[src/rtl/fighter_fsm_gen.sv]
// Per-player fighter controller: movement with screen/opponent clamps, timed attacks, hit/block stun.
// Optional health/KO tracking is compiled in with `define FIGHTER_HEALTH_EN.
module fighter_fsm_gen #(
  parameter bit          FACING_RIGHT = 1'b1,
  parameter int unsigned START_X      = 10,
  parameter int unsigned MIN_X        = 0,
  parameter int unsigned MAX_X        = 576,
  parameter int unsigned SPRITE_W     = 64,
  parameter int unsigned FWD_STEP     = 3,
  parameter int unsigned BWD_STEP     = 2,
  parameter int unsigned N_SU         = 4,
  parameter int unsigned N_ACT        = 1,
  parameter int unsigned N_REC        = 15,
  parameter int unsigned D_SU         = 3,
  parameter int unsigned D_ACT        = 2,
  parameter int unsigned D_REC        = 14,
  parameter int unsigned HITSTUN_F    = 16,
  parameter int unsigned BLOCKSTUN_F  = 12
) (
  input  logic       clk,
  input  logic       reset,
  input  logic       frame_tick,
  input  logic       btn_left,
  input  logic       btn_right,
  input  logic       btn_attack,
  input  logic       play_active,
  input  logic [9:0] x_pos_opponent,
  input  logic       hit_in,
  output logic [9:0] x_pos,
  output logic [3:0] state,
  output logic       attack_kind,
  output logic [4:0] phase_frame,
  output logic       hitbox_active,
  output logic       blocking,
  output logic [2:0] health,
  output logic       ko
);

  typedef enum logic [3:0] {
    StIdle      = 4'd0,
    StMoveFwd   = 4'd1,
    StMoveBwd   = 4'd2,
    StAtkSu     = 4'd3,
    StAtkAct    = 4'd4,
    StAtkRec    = 4'd5,
    StHitstun   = 4'd6,
    StBlockstun = 4'd7
  } state_e;

  localparam logic [10:0] MinX    = 11'(MIN_X);
  localparam logic [10:0] MaxX    = 11'(MAX_X);
  localparam logic [10:0] SpriteW = 11'(SPRITE_W);

  state_e      state_q, state_d;
  logic [9:0]  x_q, x_d;
  logic        kind_q, kind_d;
  logic [4:0]  phase_q, phase_d;
  logic        hitbox_q, hitbox_d;
  logic        blocking_q, blocking_d;
  logic        fwd, bwd, mv_fwd, mv_bwd, dir_up, halted;
  logic [4:0]  phase_last;
  state_e      timed_next;
  logic [10:0] x_ext, step, x_step, x_scr, opp_lim, x_opp, x_fin;

`ifdef FIGHTER_HEALTH_EN
  logic [2:0] health_q, health_d;
  logic       ko_q, ko_d;
  assign halted = ko_q;
`else
  assign halted = 1'b0;
`endif

  // Player 2 faces left, so its forward button is btn_left.
  assign fwd    = FACING_RIGHT ? btn_right : btn_left;
  assign bwd    = FACING_RIGHT ? btn_left : btn_right;
  assign mv_fwd = fwd & ~bwd;
  assign mv_bwd = bwd & ~fwd;

  always_comb begin
    phase_last = 5'd0;
    timed_next = StIdle;
    unique case (state_q)
      StAtkSu: begin
        phase_last = kind_q ? 5'(D_SU - 1) : 5'(N_SU - 1);
        timed_next = StAtkAct;
      end
      StAtkAct: begin
        phase_last = kind_q ? 5'(D_ACT - 1) : 5'(N_ACT - 1);
        timed_next = StAtkRec;
      end
      StAtkRec:    phase_last = kind_q ? 5'(D_REC - 1) : 5'(N_REC - 1);
      StHitstun:   phase_last = 5'(HITSTUN_F - 1);
      StBlockstun: phase_last = 5'(BLOCKSTUN_F - 1);
      default:     phase_last = 5'd0;
    endcase
  end

  always_comb begin
    state_d = state_q;
    phase_d = phase_q;
    kind_d  = kind_q;
`ifdef FIGHTER_HEALTH_EN
    health_d = health_q;
`endif
    if (frame_tick) begin
      if (halted || !play_active) begin
        state_d = StIdle;
        phase_d = 5'd0;
      end else if (hit_in) begin
        state_d = (state_q == StMoveBwd || state_q == StBlockstun) ? StBlockstun : StHitstun;
        phase_d = 5'd0;
`ifdef FIGHTER_HEALTH_EN
        if (state_d == StHitstun && health_q != 3'd0) health_d = health_q - 3'd1;
`endif
      end else begin
        unique case (state_q)
          StIdle, StMoveFwd, StMoveBwd: begin
            phase_d = 5'd0;
            if (btn_attack) begin
              state_d = StAtkSu;
              kind_d  = (state_q != StIdle);
            end else if (mv_fwd) begin
              state_d = StMoveFwd;
            end else if (mv_bwd) begin
              state_d = StMoveBwd;
            end else begin
              state_d = StIdle;
            end
          end
          default: begin
            if (phase_q == phase_last) begin
              state_d = timed_next;
              phase_d = 5'd0;
            end else begin
              phase_d = phase_q + 5'd1;
            end
          end
        endcase
      end
    end
  end

  // Step, screen clamp, opponent clamp, then screen clamp again so the screen wins conflicts.
  always_comb begin
    x_ext  = {1'b0, x_q};
    step   = (state_d == StMoveFwd) ? 11'(FWD_STEP) : 11'(BWD_STEP);
    dir_up = ((state_d == StMoveFwd) == FACING_RIGHT);
    if (dir_up)              x_step = x_ext + step;
    else if (x_ext < step)   x_step = MinX;
    else                     x_step = x_ext - step;
    x_scr = (x_step < MinX) ? MinX : ((x_step > MaxX) ? MaxX : x_step);
    if (FACING_RIGHT) begin
      opp_lim = ({1'b0, x_pos_opponent} < SpriteW) ? MinX : {1'b0, x_pos_opponent} - SpriteW;
      x_opp   = (x_scr > opp_lim) ? opp_lim : x_scr;
    end else begin
      opp_lim = {1'b0, x_pos_opponent} + SpriteW;
      x_opp   = (x_scr < opp_lim) ? opp_lim : x_scr;
    end
    x_fin = (x_opp < MinX) ? MinX : ((x_opp > MaxX) ? MaxX : x_opp);
    x_d   = (state_d == StMoveFwd || state_d == StMoveBwd) ? x_fin[9:0] : x_q;
    hitbox_d   = (state_d == StAtkAct);
    blocking_d = (state_d == StMoveBwd || state_d == StBlockstun);
`ifdef FIGHTER_HEALTH_EN
    ko_d = (health_d == 3'd0);
`endif
  end

  always_ff @(posedge clk or posedge reset) begin
    if (reset) begin
      state_q    <= StIdle;
      x_q        <= 10'(START_X);
      kind_q     <= 1'b0;
      phase_q    <= 5'd0;
      hitbox_q   <= 1'b0;
      blocking_q <= 1'b0;
`ifdef FIGHTER_HEALTH_EN
      health_q   <= 3'd3;
      ko_q       <= 1'b0;
`endif
    end else if (frame_tick) begin
      state_q    <= state_d;
      x_q        <= x_d;
      kind_q     <= kind_d;
      phase_q    <= phase_d;
      hitbox_q   <= hitbox_d;
      blocking_q <= blocking_d;
`ifdef FIGHTER_HEALTH_EN
      health_q   <= health_d;
      ko_q       <= ko_d;
`endif
    end
  end

  assign x_pos         = x_q;
  assign state         = state_q;
  assign attack_kind   = kind_q;
  assign phase_frame   = phase_q;
  assign hitbox_active = hitbox_q;
  assign blocking      = blocking_q;
`ifdef FIGHTER_HEALTH_EN
  assign health = health_q;
  assign ko     = ko_q;
`else
  assign health = 3'd3;
  assign ko     = 1'b0;
`endif

endmodule

[config.mk]
export PLATFORM = sky130hd
export DESIGN_NAME = fighter_fsm_gen
export DESIGN_NICKNAME = d
export VERILOG_FILES = /design/src/rtl/fighter_fsm_gen.sv
export SDC_FILE = /design/constraint.sdc
export NUM_CORES = 1
export LEC_CHECK = 0
export ABC_AREA = 1
export BUFFER_PORTS_ARGS = -buffer_cell sky130_fd_sc_hd__clkbuf_2
export CAP_MARGIN = 10
export CORE_MARGIN = 3
export CORE_UTILIZATION = 45
export DETAILED_ROUTE_END_ITERATION = 16
export PLACE_DENSITY = 0.77
export REMOVE_ABC_BUFFERS = 1
export SLEW_MARGIN = 15
export SYNTH_ARGS = -nofsm -noshare
export SYNTH_HDL_FRONTEND = slang
export SYNTH_SLANG_ARGS = --single-unit
[constraint.sdc]
create_clock -name clk -period 18 [get_ports clk]
set_clock_uncertainty 0.15 [all_clocks]
set_input_delay 0.9 -clock clk [delete_from_list [all_inputs] [get_ports clk]]
set_output_delay 0.9 -clock clk [all_outputs]
set_load 0.02 [all_outputs]
# Yosys cells after proc, flatten, opt, wreduce, memory -nomap -nowiden
# Cells that the tools add are included.
# totals
register_bits	22
inputBits	18
out_inout_bits	26
word_cells	69
# classes
add_sub_neg	4
order_cmp	7
eq_ne	12
muxes	27
bitwise_logic	5
n_reduce_logical	8
# op_table
operator	n
two-way mux 11 bit	6
== test 4 x 3 -> 1 bit, second input constant	6
greater-than comparator 11 x 10 -> 1 bit, second input constant	2
less-than comparator 11 x 1 -> 1 bit, second input constant	2
two-way mux 10 bit	2
two-way mux 4 bit	5
two-way mux 5 bit	4
case mux 4 bit (5 select lines)	1
== test 4 x 2 -> 1 bit, second input constant	3
adder 10 x 2 -> 11 bit	1
greater-than comparator 11 bit	1
subtractor 10 x 2 -> 11 bit	1
subtractor 10 x 7 -> 11 bit, second input constant	1
less-than comparator 10 x 2 -> 1 bit	1
less-than comparator 10 x 7 -> 1 bit, second input constant	1
== test 4 x 1 -> 1 bit, second input constant	2
two-way mux 2 bit	4
case mux 3 bit (2 select lines)	1
adder 5 x 1 -> 5 bit, second input constant	1
== test 5 bit	1
AND reduction 5 bit	1
zero test 4 bit	1
two-way mux 1 bit	4
nonzero test 4 bit	1
other kinds (5)	10

# Logic depth before layout (Yosys ltp)
# logic_depth
ltp_word	22
ltp_mapped	58
depth_no_buf	56

# Worst setup path before layout
# OpenSTA, ideal clock, no wires.
# synth_timing
path_kind	in2reg
start	input frame_tick
end	register x_q[0] (netlist: x_pos[0])
setup_time_ns	0.066
arrival_time_ns	5.891
t_required_ns	17.784
path_slack_ns	11.893
stages	47
path_buffers	3
path_cell_list	clkbuf_1 > nor2_1 > a31oi_2 > nand3_2 > nor2_4 > nand2_4 > buf_6 > clkinv_2 > ha_1 > o21ai_2 > nor3_1 > inv_1 > nor2_1 > inv_1 > nor2_1 > inv_1 > nor2_1 > inv_1 > [... 11 more ...] > o21ai_0 > a21o_1 > a21oi_1 > nor2_1 > a211oi_1 > o21a_1 > o21ai_0 > nand2_1 > inv_1 > clkbuf_1 > nand2_1 > nand2_4 > nand2_2 > nor2_2 > nand3_2 > nand2_4 > nand3_1 > nand2_1
# synth_between
elab_chain_len	14
elab_cells_between_ends	21
classes_between	add/sub: 2; order compare: 6; eq/ne: 2; mux: 9; reduce/logical: 2
# synth_lines
element	line_no	text
start: declaration	22	input logic frame_tick,
two-way mux 4 bit	105	if (frame_tick) begin
== test 4 x 1 -> 1 bit	146, 147, 160	
two-way mux 1 bit	146	step = (state_d == StMoveFwd) ? 11'(FWD_STEP) : 11'(BWD_STEP);
subtractor 10 x 2 -> 11 bit / less-than comparator 10 x 2 -> 1 bit (equally long branches)	150, 149	
two-way mux 11 bit	149	else if (x_ext < step) x_step = MinX;
two-way mux 11 bit	148	if (dir_up) x_step = x_ext + step;
greater-than comparator 11 x 10 -> 1 bit	151	x_scr = (x_step < MinX) ? MinX : ((x_step > MaxX) ? MaxX : x_step);
two-way mux 11 bit (2 in a row)	151	
greater-than comparator 11 bit	154	x_opp = (x_scr > opp_lim) ? opp_lim : x_scr;
two-way mux 11 bit	154	
greater-than comparator 11 x 10 -> 1 bit	159	x_fin = (x_opp < MinX) ? MinX : ((x_opp > MaxX) ? MaxX : x_opp);
two-way mux 10 bit (2 in a row)	159	
end signal: assignment	171	x_q <= 10'(START_X);
end: declaration	55	logic [9:0] x_q, x_d;
# Parallel ways exist; a longest one is shown, timed or not.
# A chain may end at the register's enable or synchronous reset.

# Final worst setup path
# layout_timing
start	register state_q[3] (netlist: state[3])
end	register x_q[3] (netlist: x_pos[3])
# layout_between
elab_chain_len	21
elab_cells_between_ends	39
classes_between	add/sub: 2; order compare: 6; eq/ne: 10; mux: 16; reduce/logical: 5
# layout_lines
element	line_no	text
start: declaration	54	state_e state_q, state_d;
start signal: assignment	170	state_q <= StIdle;
start signal: assignment	181	state_q <= state_d;
== test 4 x 3 -> 1 bit, or another cell as far along	82, 110	
case mux 4 bit (5 select lines)	82	unique case (state_q)
== test 5 bit	131	if (phase_q == phase_last) begin
two-way mux 4 bit	131	
two-way mux 4 bit	116	unique case (state_q)
two-way mux 4 bit	109	end else if (hit_in) begin
two-way mux 4 bit	106	if (halted || !play_active) begin
two-way mux 4 bit (*)	105	
[... 3 more ...]	-	
two-way mux 11 bit	149	
two-way mux 11 bit	148	
greater-than comparator 11 x 10 -> 1 bit	151	
two-way mux 11 bit (2 in a row)	151	
greater-than comparator 11 bit	154	
two-way mux 11 bit	154	
greater-than comparator 11 x 10 -> 1 bit	159	
two-way mux 10 bit (2 in a row)	159	
# Every way passes the cells marked *; elsewhere a longest branch is shown, timed or not.

==> impl_metrics.prom <==
# TYPE chip_impl_metric gauge
chip_impl_info{name="cp_top_family",value="simple AND/OR/NAND/NOR gates"} 1
chip_impl_metric{name="cp_max_fo",unit=""} 15
chip_impl_metric{name="wirelength",unit="um"} 7010
chip_impl_metric{name="synth_cells",unit=""} 465
chip_impl_metric{name="vias",unit=""} 2946
chip_impl_metric{name="area_of_the_multi_input_gates",unit="um^2"} 1950
chip_impl_metric{name="cap_violations",unit=""} 0
chip_impl_info{name="worst_path_most_repeated_cell",value="sky130_fd_sc_hd__nand2_1"} 1
chip_impl_metric{name="floorplan.rows",unit=""} 28
chip_impl_metric{name="ir_worst_vdd",unit="V"} 0.0000702
chip_impl_metric{name="cp_data_required_time",unit="ns"} 18.06
chip_impl_metric{name="clk_path_buf_depth",unit=""} 2
chip_impl_metric{name="detail_route.vias_per_cell",unit=""} 5.16
chip_impl_metric{name="grt.overflow.total",unit=""} 0
chip_impl_metric{name="grt_max_degree",unit=""} 23
chip_impl_metric{name="avgSynthCellArea",unit="um^2"} 6.16
chip_impl_metric{name="reg2reg_slack",unit="ns"} 10.84
chip_impl_metric{name="die_y",unit="um"} 85.8
chip_impl_metric{name="cp_num_buf_inv",unit=""} 9
chip_impl_info{name="worst_setup_path_type",value="reg -> reg"} 1
chip_impl_metric{name="drtAntennaViolNets",unit=""} 0
chip_impl_metric{name="fmax",unit="MHz"} 140
chip_impl_info{name="ys_dominant_reg_cell",value="sky130_fd_sc_hd__dfrtp_1"} 1
chip_impl_metric{name="fin_crit",unit="ns"} 7.16
chip_impl_metric{name="postCtsHoldBufs",unit=""} 0
chip_impl_metric{name="timing.critical_path.slowest_cell_delay",unit="ns"} 0.46
chip_impl_metric{name="drc",unit=""} 0
chip_impl_metric{name="die_x",unit="um"} 85.8
chip_impl_metric{name="dieArea",unit="um^2"} 7360
chip_impl_metric{name="cts.htree.levels",unit=""} 1
chip_impl_metric{name="finalInstanceArea",unit="um^2"} 3140
chip_impl_info{name="critPathCaptureType",value="register"} 1
chip_impl_metric{name="drt_pass1_iterations",unit=""} 4
chip_impl_metric{name="worst_slack",unit="ns"} 10.84
chip_impl_metric{name="final_number_of_setup_violating_endpoints",unit=""} 0
chip_impl_metric{name="initial_antenna_violation_count",unit=""} 0
chip_impl_metric{name="placement.setup.worst_slack",unit="ns"} 10.76
chip_impl_metric{name="final_hold_viol_count",unit=""} 0
chip_impl_metric{name="synth-seq-cells",unit=""} 22
chip_impl_metric{name="min_period_over_period",unit="%"} 39.8
chip_impl_metric{name="placed_cell_area",unit="um^2"} 3070
chip_impl_metric{name="worst_pin_slew",unit="ns"} 0.838
chip_impl_metric{name="final_core_util",unit="%"} 51.9
chip_impl_metric{name="area_delta_synth_final",unit="%"} 9.69
chip_impl_metric{name="async_flop_share",unit="%"} 100
chip_impl_metric{name="final_net_count",unit=""} 533
chip_impl_metric{name="synth-warning-count",unit=""} 0
chip_impl_metric{name="synth_unique_cells",unit=""} 43
chip_impl_metric{name="post-dp-hpwl",unit="um"} 5810
chip_impl_metric{name="cts_setup_buffers",unit=""} 0
chip_impl_info{name="run_status",value="finished, final reports clean"} 1
chip_impl_metric{name="hold_ws",unit="ns"} 0.365
chip_impl_metric{name="post_drt_wl_per_cell",unit="um"} 12.3
chip_impl_metric{name="power_density",unit="nW/um^2"} 157
chip_impl_metric{name="final-seq-area",unit="um^2"} 553
chip_impl_metric{name="layout-drive-gt1-share",unit="%"} 20.8
chip_impl_metric{name="grt_util_overall",unit="%"} 20.3
chip_impl_metric{name="start_util",unit="%"} 47.3
chip_impl_metric{name="via_count_of_the_first_global_routing_pass",unit=""} 2820
chip_impl_metric{name="timing.final.max_slew_violations",unit=""} 0
chip_impl_info{name="start_kind",value="register"} 1
chip_impl_metric{name="n_antenna_cell",unit=""} 0
chip_impl_metric{name="place_congestion",unit=""} 0.986
chip_impl_info{name="crit_path_top_delay_cell",value="sky130_fd_sc_hd__dfrtp_1"} 1
chip_impl_metric{name="synth_enable_flop_cells",unit=""} 0
chip_impl_metric{name="netlist_area",unit="um^2"} 2870
chip_impl_metric{name="final_cells",unit=""} 571
chip_impl_info{name="clockRootBuffer",value="sky130_fd_sc_hd__clkbuf_8"} 1
chip_impl_metric{name="design_power_total",unit="uW"} 495
chip_impl_info{name="rsz0062_at_grt",value="false"} 1
chip_impl_metric{name="clock-sinks",unit=""} 22
chip_impl_info{name="hold_class",value="reg -> reg"} 1
chip_impl_metric{name="num_io_pins",unit=""} 44
chip_impl_metric{name="synth_seq_area_share",unit="%"} 19.3
chip_impl_metric{name="dp_cells",unit=""} 567
chip_impl_metric{name="postCtsResizedCells",unit=""} 0
chip_impl_metric{name="portBuffers",unit=""} 39
chip_impl_metric{name="detailedRoute.firstIterationViolations",unit=""} 176
chip_impl_metric{name="final.fill_count",unit=""} 625
chip_impl_metric{name="slew_headroom",unit="%"} 44.1
chip_impl_metric{name="cellLeakagePower",unit="nW"} 1.82
chip_impl_metric{name="worst_ep_arrival_time",unit="ns"} 7.22
chip_impl_metric{name="grt_pass1_wl",unit="um"} 12500
chip_impl_metric{name="post_route_setup_tns",unit="ns"} 0
chip_impl_metric{name="cts_inserted_buffers",unit=""} 3
chip_impl_info{name="tritoncts",value="built"} 1
chip_impl_metric{name="worst_skew_pair.late_latency",unit="ns"} 0.27
chip_impl_metric{name="clk_transition_reported_paths",unit="ns"} 0.09
chip_impl_metric{name="core_outline_area",unit="um^2"} 6060
## state kept, by name, indices dropped and copies added (netlist names)
signal / cells
x_pos: 10
blocking: 1
hitbox_active: 1
phase_frame: 5
state: 4
attack_kind: 1
## Yosys cell counts (2+ instances only)
| library cell | n | area (um^2) |
|---|---|---|
| sky130_fd_sc_hd__a21oi_1 | 16 | 80.1 |
| sky130_fd_sc_hd__buf_4 | 6 | 45.0 |
| sky130_fd_sc_hd__buf_6 | 2 | 22.5 |
| sky130_fd_sc_hd__clkbuf_1 | 7 | 26.3 |
| sky130_fd_sc_hd__conb_1 | 2 | 7.51 |
| sky130_fd_sc_hd__dfrtp_1 | 20 | 500 |
| sky130_fd_sc_hd__dfstp_2 | 2 | 52.6 |
| sky130_fd_sc_hd__ha_1 | 18 | 225 |
| sky130_fd_sc_hd__inv_1 | 70 | 263 |
| sky130_fd_sc_hd__inv_2 | 4 | 15.0 |
| sky130_fd_sc_hd__nand2_1 | 137 | 514 |
| sky130_fd_sc_hd__nand2_2 | 24 | 150 |
| sky130_fd_sc_hd__nand2_4 | 5 | 56.3 |
| sky130_fd_sc_hd__nand3_1 | 44 | 220 |
| sky130_fd_sc_hd__nand3_2 | 6 | 60.1 |
| sky130_fd_sc_hd__nand3b_1 | 2 | 15.0 |
| sky130_fd_sc_hd__nand3b_2 | 3 | 33.8 |
| sky130_fd_sc_hd__nand4_1 | 5 | 31.3 |
| sky130_fd_sc_hd__nor2_1 | 34 | 128 |
| sky130_fd_sc_hd__nor2_2 | 6 | 37.5 |
| sky130_fd_sc_hd__nor2_4 | 2 | 22.5 |
| sky130_fd_sc_hd__nor3_1 | 5 | 25.0 |
| sky130_fd_sc_hd__o21ai_0 | 12 | 60.1 |
| sky130_fd_sc_hd__o21ai_2 | 2 | 17.5 |
| sky130_fd_sc_hd__o22ai_1 | 2 | 12.5 |
| sky130_fd_sc_hd__o32ai_1 | 3 | 26.3 |
| sky130_fd_sc_hd__xnor2_1 | 3 | 26.3 |
| sky130_fd_sc_hd__xor2_1 | 8 | 70.1 |
## worst register-to-register path: cells and delay by family (launching register included)
family                     cells  cell delay (ns)
DFF                            1             0.46
AOI/OAI and AO/OA              9             1.24
adders and majority gates      2             0.41
and+or+nand+nor               30             3.91
buffers and inverters          9             0.96
## cell type report
class,instances,area share (%)
sequential,22,17.6
multi-input combinational,356,62.0
clock inverter,1,0.955
tap,75,2.98
clock buffer,3,1.31
inverter,75,8.99
timing repair buffer,39,6.21
## metal layers
metal / share of wire (%) / up-vias / global-route usage [%]
li1: - / 1520 / -
met2: 45 / 73 / 33.5
met3: 4.1 / 12 / 1.73
met1: 49 / 1341 / 28.3
met4: 1.8 / 0 / 5.47
met5: 0 / - / 0
## where the power goes
part	leakage (nW)	internal [mW]	switching, mW	total [mW]
Sequential	0.279	0.0626	0.0251	0.0877
Clock	0.0357	0.0298	0.0178	0.0476
Combinational	1.51	0.125	0.235	0.360
## cell families after synthesis
group / after synthesis / share of synthesized area, %
AO/OA/AOI/OAI: 44 / 9.30
XOR/XNOR: 11 / 3.36
adder cells (fa/ha/maj): 18 / 7.86
buffers and inverters: 90 / 13.1
flip-flops: 22 / 19.3
other: 2 / 0.262
AND/OR/NAND/NOR: 278 / 46.8
## cell usage in the layout, fill, tap and decap left out, types with 2 or more instances in the layout
cell / synthesis / final
sky130_fd_sc_hd__dfrtp_1: 20 / 20
sky130_fd_sc_hd__nand2_4: 5 / 5
sky130_fd_sc_hd__clkbuf_8: 0 / 3
sky130_fd_sc_hd__dfstp_2: 2 / 2
sky130_fd_sc_hd__o21ai_0: 12 / 12
sky130_fd_sc_hd__o22ai_1: 2 / 2
sky130_fd_sc_hd__nand2_2: 24 / 24
sky130_fd_sc_hd__nor3_1: 5 / 5
sky130_fd_sc_hd__nand2_1: 137 / 137
sky130_fd_sc_hd__nor2_2: 6 / 6
sky130_fd_sc_hd__ha_1: 18 / 18
sky130_fd_sc_hd__nor2_4: 2 / 2
sky130_fd_sc_hd__nand3b_2: 3 / 3
sky130_fd_sc_hd__inv_2: 4 / 4
sky130_fd_sc_hd__o32ai_1: 3 / 3
sky130_fd_sc_hd__clkbuf_2: 0 / 39
sky130_fd_sc_hd__a21oi_1: 16 / 16
sky130_fd_sc_hd__nand3_1: 44 / 44
sky130_fd_sc_hd__nand3b_1: 2 / 2
sky130_fd_sc_hd__conb_1: 2 / 5
sky130_fd_sc_hd__nand3_2: 6 / 6
sky130_fd_sc_hd__xor2_1: 8 / 8
sky130_fd_sc_hd__inv_1: 70 / 70
sky130_fd_sc_hd__nor2_1: 34 / 34
sky130_fd_sc_hd__o21ai_2: 2 / 2
sky130_fd_sc_hd__nand4_1: 5 / 5
sky130_fd_sc_hd__xnor2_1: 3 / 3
## path summary, 6_finish.rpt
check,to,from,depth (start not counted)
worst min-delay path,x_pos[1],x_pos[1],2
worst max-delay path,x_pos[3],state[3],50
max in group asynchronous,blocking,reset,2
min in group asynchronous,x_pos[6],reset,2
worst max register to register,x_pos[3],state[3],50
worst min register to register,x_pos[1],x_pos[1],2
Power figures use the tool's default switching activity.
